## config.mk

```make
export PLATFORM = sky130hd
export DESIGN_NAME = cache_fill_fsm
export DESIGN_NICKNAME = d
export VERILOG_FILES = /design/src/rtl/cache_fill_fsm.sv
export SDC_FILE = /design/constraint.sdc
export NUM_CORES = 1
export LEC_CHECK = 0
export CORE_MARGIN = 4
export CORE_UTILIZATION = 30
export DETAILED_ROUTE_END_ITERATION = 7
export PLACE_DENSITY = 0.78
export REMOVE_ABC_BUFFERS = 1
export SETUP_SLACK_MARGIN = 0.1
export SYNTH_ARGS = -nofsm -noshare
export SYNTH_HDL_FRONTEND = slang
export SYNTH_SLANG_ARGS = --single-unit
export TNS_END_PERCENT = 1
```

## constraint.sdc

```tcl
create_clock -name clk -period 1.19 [get_ports clk]
set_clock_uncertainty 0.05 [all_clocks]
set_input_delay 0.238 -clock clk [delete_from_list [all_inputs] [get_ports clk]]
set_output_delay 0.238 -clock clk [all_outputs]
set_load 0.005 [all_outputs]
```

## src/rtl/cache_fill_fsm.sv

```systemverilog
// cache_fill_fsm: miss handler that refills one cache block from main memory.
// On a miss it latches the block address, streams eight word reads to memory
// on consecutive cycles, and steers each returned word straight into the data
// array in return order. The tag entry is written alongside the final word.
module cache_fill_fsm #(
    parameter int ADDR_W   = 16,
    parameter int DATA_W   = 16,
    parameter int OFFSET_W = 4
) (
    input  logic              clk,
    input  logic              rst,
    input  logic              miss_detected,
    input  logic [ADDR_W-1:0] miss_address,
    input  logic              mem_data_valid,
    input  logic [DATA_W-1:0] mem_data_in,
    output logic              fsm_busy,
    output logic              mem_rd_en,
    output logic [ADDR_W-1:0] mem_addr,
    output logic [ADDR_W-1:0] fill_addr,
    output logic [DATA_W-1:0] fill_data,
    output logic              write_data_array,
    output logic              write_tag_array
);

    // Block geometry: words are 2 bytes, so the word index is one bit
    // narrower than the byte offset and byte bit 0 is always zero.
    localparam int BASE_W = ADDR_W - OFFSET_W;
    localparam int WIDX_W = OFFSET_W - 1;
    localparam int WORDS  = 2 ** WIDX_W;

    // Request counter runs 0..WORDS, so it needs one bit more than a word index.
    localparam logic [OFFSET_W-1:0] REQ_DONE  = OFFSET_W'(WORDS);
    localparam logic [WIDX_W-1:0]   LAST_WORD = '1;

    typedef enum logic {
        IDLE = 1'b0,
        FILL = 1'b1
    } state_t;

    state_t              state_q, state_d;
    logic [BASE_W-1:0]   blk_base_q, blk_base_d;
    logic [OFFSET_W-1:0] req_cnt_q, req_cnt_d;
    logic [WIDX_W-1:0]   rsp_cnt_q, rsp_cnt_d;

    // Byte-offset bits of the miss address never matter: fills always start
    // at word 0 of the block.
    logic miss_offset_unused;
    assign miss_offset_unused = ^miss_address[OFFSET_W-1:0];

    // Register state and counters; reset wins over any miss on the same edge.
    always_ff @(posedge clk) begin
        if (rst) begin
            state_q    <= IDLE;
            blk_base_q <= '0;
            req_cnt_q  <= '0;
            rsp_cnt_q  <= '0;
        end else begin
            state_q    <= state_d;
            blk_base_q <= blk_base_d;
            req_cnt_q  <= req_cnt_d;
            rsp_cnt_q  <= rsp_cnt_d;
        end
    end

    // Next-state logic: accept a miss in IDLE, count requests and responses
    // in FILL, and return to IDLE on the last returned word.
    always_comb begin
        state_d    = state_q;
        blk_base_d = blk_base_q;
        req_cnt_d  = req_cnt_q;
        rsp_cnt_d  = rsp_cnt_q;
        unique case (state_q)
            IDLE: begin
                if (miss_detected) begin
                    state_d    = FILL;
                    blk_base_d = miss_address[ADDR_W-1:OFFSET_W];
                    req_cnt_d  = '0;
                    rsp_cnt_d  = '0;
                end
            end
            FILL: begin
                if (req_cnt_q < REQ_DONE) begin
                    req_cnt_d = req_cnt_q + 1'b1;
                end
                if (mem_data_valid) begin
                    rsp_cnt_d = rsp_cnt_q + 1'b1;
                    if (rsp_cnt_q == LAST_WORD) begin
                        state_d = IDLE;
                    end
                end
            end
            default: begin
                state_d = IDLE;
            end
        endcase
    end

    // Outputs are purely combinational so a returned word lands in the data
    // array in the same cycle it arrives; everything is quiet in IDLE.
    always_comb begin
        fsm_busy         = 1'b0;
        mem_rd_en        = 1'b0;
        mem_addr         = '0;
        fill_addr        = '0;
        fill_data        = '0;
        write_data_array = 1'b0;
        write_tag_array  = 1'b0;
        if (state_q == FILL) begin
            fsm_busy         = 1'b1;
            mem_rd_en        = (req_cnt_q < REQ_DONE);
            mem_addr         = {blk_base_q, req_cnt_q[WIDX_W-1:0], 1'b0};
            fill_addr        = {blk_base_q, rsp_cnt_q, 1'b0};
            fill_data        = mem_data_in;
            write_data_array = mem_data_valid;
            write_tag_array  = mem_data_valid && (rsp_cnt_q == LAST_WORD);
        end
    end

endmodule

```

**Yosys cells after proc, flatten, opt, wreduce, memory -nomap -nowiden**

Index checks and enable logic that the tools add are counted.

- Eq/ne operators: 4
- Reduce and logical (&&, ||, !) cells: 4
- Add/subtract/negate cells: 2
- Mux-type cells: 17
- $lt $le $gt $ge: 1
- Bitwise gates (word level): 1

Operators with widths:

| kind | count |
|---|---|
| 16-bit two-way mux | 3 |
| 4-bit two-way mux | 2 |
| 4-bit one-hot mux with 2 select lines | 1 |
| 1-bit two-way mux | 7 |
| 3-bit two-way mux | 2 |
| 3-bit one-hot mux with 2 select lines | 1 |
| 2-bit AND reduction | 3 |
| 4-bit by 1-bit adder with 4-bit output (second input constant) | 1 |
| 4-bit < comparator (second input constant) | 1 |
| 2-bit inequality test (second input constant) | 2 |
| 3-bit by 1-bit adder with 3-bit output (second input constant) | 1 |
| 3-bit equality test (second input constant) | 1 |
| 2-bit by 1-bit inequality test with 1-bit output (second input constant) | 1 |
| 1-bit one-hot mux with 2 select lines | 1 |
| 1-bit logical AND | 1 |
| 1-bit NOT | 1 |

- Flip-flop bits (word level): 20
- Word-level logic and storage cells: 33
- Output and inout port bits: 52
- Input bits: 36

**Logic depth before layout (Yosys ltp)**

- Depth in word-level cells: 4
- Mapped depth: 5
- Depth with buffers taken out: 4

**Worst setup path after synthesis**

Ideal clock, no wire load.

- Path kind: reg-to-output
- From: register state_q
- To: output port mem_addr[10]
- Data arrival time: 1.067 ns
- Stages on the path, launching flop included: 5
- Path buffers: 3
- Path slack: -0.165 ns
- Data required time: 0.902 ns
- Cell sequence: dfxtp_1 > buf_2 > clkbuf_1 > and2_1 > buf_4

- Cells in the longest elaborated chain, start to end: 1

RTL lines:

| item | RTL line | text |
|---|---|---|
| from (decl) | 40 | `state_t state_q, state_d;` |
| from (signal assigned) | 58 | `state_q <= state_d;` |
| 16-bit two-way mux | 108 | `if (state_q == FILL) begin` |
| to (decl) | 18 | `output logic [ADDR_W-1:0] mem_addr,` |

Every way passes these cells.

**Worst setup path after layout**

- From: register rsp_cnt_q[1]
- To: output port write_tag_array

- Cells in the longest elaborated chain, start to end: 3

RTL lines:

| item | RTL line | text |
|---|---|---|
| from (decl) | 43 | `logic [WIDX_W-1:0] rsp_cnt_q, rsp_cnt_d;` |
| from (signal assigned) | 61 | `rsp_cnt_q <= rsp_cnt_d;` |
| 3-bit equality test | 115 | `write_tag_array = mem_data_valid && (rsp_cnt_q == LAST_WORD);` |
| 1-bit logical AND | 115 |  |
| 1-bit two-way mux | 108 |  |
| to (decl) | 22 | `output logic write_tag_array` |

Every way passes these cells.

==> results.toml <==
[floorplanning]
start_util = 0.3225
rows = 21
die_w_um = 69.06
core-area_mm2 = 0.003468
die_area_mm2 = 0.004769
die_h_um = 69.06
ioPinCount = 88

[layout]
diodes = 0
post-route-util = 0.6613
drive_above_1_share = 0.5363
area_delta_synth_final_pct = 105.0
final_cells = 294
final_cell_mix = "buf_6, clkdlybuf4s50_1, nand2_1"
num-nets-final = 289
final_common_cell = "buf_6"
finalInstanceArea_mm2 = 0.002293

[yosys]
ys_async_sr_fraction = 0
synth_edf_count = 0
synth_cells = 147
syn_area_mm2 = 0.001119
synth_seq_cells = 20
ys_types = 20
avgSynthCellArea_um2 = 7.609
ys_warn_count = 0
ys_seq_area_frac = 0.3579
synthFlopType = "dfxtp_1"

[setup_path]
path_class = "register to primary output"
r2r-start = "state_q$_SDFF_PP0_"
cp-end-kind = "primary output"
critPathLaunchType = "register"
critPathArrivalTime_ps = 1160
crit_required_ps = 900
cp-startpoint = "rsp_cnt_q[1]$_SDFFE_PP0P_"
crit_fanout = 2

[clock_tree]
cts_buffers = 3
clkLatencyLatePin_ps = 250
cts_tree = "done"
ctsHoldBuffers = 0
clock-root-buffer = "clkbuf_8"
htree_num_levels = 1
path_clk_slew_ps = 70
cts.sinks = 20
clockBufferDepth = 2

[pwr]
p_clk_frac = 0.252
p_leak_nw = 1.095
p_int_w = 0.001271
switching_power_w = 0.0004108
seqPwrFrac = 0.431
ir_drop_uv = 526.7
p_sw_frac = 0.2442
powerDensity_mw_per_mm2 = 733.3
power_frac_comb = 0.318

[global_route]
overflow = 0
antenna_found_initial = 0
grt_pass1_vias = 1274
grt_max_degree = 13
grt_first_pass_wirelength_mm = 5.982
track_usage = 0.1464

[timing]
rsz0062_at_grt = "true"
finalMaxSlewViolations = 0
fmax_mhz = 692.7
setup_viol = 70
hold_violations = 0
worst_slack_ps = -253.7
post-route-period-util = 1.213
period_needed_ps = 1444

[route]
avgViaCountPerCell = 4.446
drc = 0
num_vias = 1307
drtIter0Drc = 32
ant_nets = 0
wl_mm = 3.774
drtPass1Iterations = 4
wire_per_inst_um = 12.84

[placed_design]
gp_congestion = 0.7562
dp_cells = 276
placed_area_mm2 = 0.002024
numPortBuffers = 81
dp_slack_ps = -541.8
hpwlAfterDp_mm = 2.537

[outcome]
violations = "negative setup slack"
status = "finished with violations"

[worst_hold_path]
hp-start = "blk_base_q[9]$_SDFFE_PP0P_"
worstHoldPathType = "register to register"

[run]
max_cap_viol_count = 0
[critical path, cell delays in order, from the launching register on]
cell and delay [ps]:
dfxtp_2 340, ha_4 160, ha_4 140, and3_4 160, buf_6 110
[layer usage]
layer | global-route usage | share of wire
met2 | 0.2669 | 0.49
met5 | 0 | 0
met4 | 0.02169 | 0.0058
met3 | 0.03343 | 0.078
met1 | 0.1769 | 0.43
[power groups by stage]
stage | logic [W] | registers [W] | clock network [W]
after floorplan | 0.000106 | 0.000741 | 0
after global placement | 0.000422 | 0.000729 | 0
after detailed placement | 0.000427 | 0.000730 | 0
after CTS | 0.000502 | 0.000724 | 0.000446
after global routing | 0.000577 | 0.000728 | 0.000464
final | 0.000534 | 0.000724 | 0.000423
[worst paths after layout]
check | end | slack [ps] | depth (start not counted)
worst max-delay path | write_tag_array | -250 | 4
worst min-delay path | blk_base_q[9]$_SDFFE_PP0P_ | 410 | 2
worst max register to register | req_cnt_q[2]$_SDFFE_PP0P_ | -220 | 6
worst min register to register | blk_base_q[9]$_SDFFE_PP0P_ | 410 | 2
[registers in the layout (all words and copies together) (netlist names)]
signal      flops
rsp_cnt_q       3
req_cnt_q       4
blk_base_q     12
state_q         1
[per-stage QoR]
stage               total power (W)  hold WS (ps)  TNS (ps)
floorplan                 0.0008470         252.6    -12370
global placement           0.001151         387.0    -20510
detailed placement         0.001158         392.6    -20950
CTS                        0.001672         405.3    -10710
global route               0.001769         421.5    -13740
finish                     0.001682         405.8     -9826
[logic make-up (layout without fill, tap and decap cells)]
logic type / after synthesis / count (layout) / share of synthesized area
and+or+nand+nor: 77 / 77 / 0.3613
buffers and inverters: 25 / 125 / 0.1376
AOI/OAI and AO/OA: 20 / 20 / 0.09619
DFF: 20 / 20 / 0.3579
adders and majority gates: 3 / 3 / 0.03356
other: 1 / 2 / 0.003352
muxes: 1 / 1 / 0.01007
[synth_stat cells, types with 2 or more instances]
cell       n  area share
and2_1    34        0.19
nand2_1   27       0.091
dfxtp_1   20        0.36
a21oi_1   19       0.085
buf_4     15        0.10
nand3_1    7       0.031
clkbuf_1   5       0.017
buf_2      3       0.013
ha_1       3       0.034
nand2b_1   3       0.017
inv_1      2      0.0067
[cell type report]
cell class,count,area [um2]
Fill cell,288,1175
Timing Repair Buffer,120,1071
Multi-Input combinational cell,103,709.4
Sequential cell,20,406.6
Tap cell,46,57.56
Clock buffer,3,41.29
Inverter,2,7.507
[repair_timing]
| item | 4_1_cts | 5_1_grt |
|---|---|---|
| gates resized for setup | 263 | 23 |
| endpoints found under the setup margin | 70 | 70 |
| hold endpoints to repair | 0 | 0 |
| pin swaps | 20 | 4 |
| buffers inserted | 10 | 1 |
| gates cloned | 4 | 0 |
(Power assumes the default switching activity.)
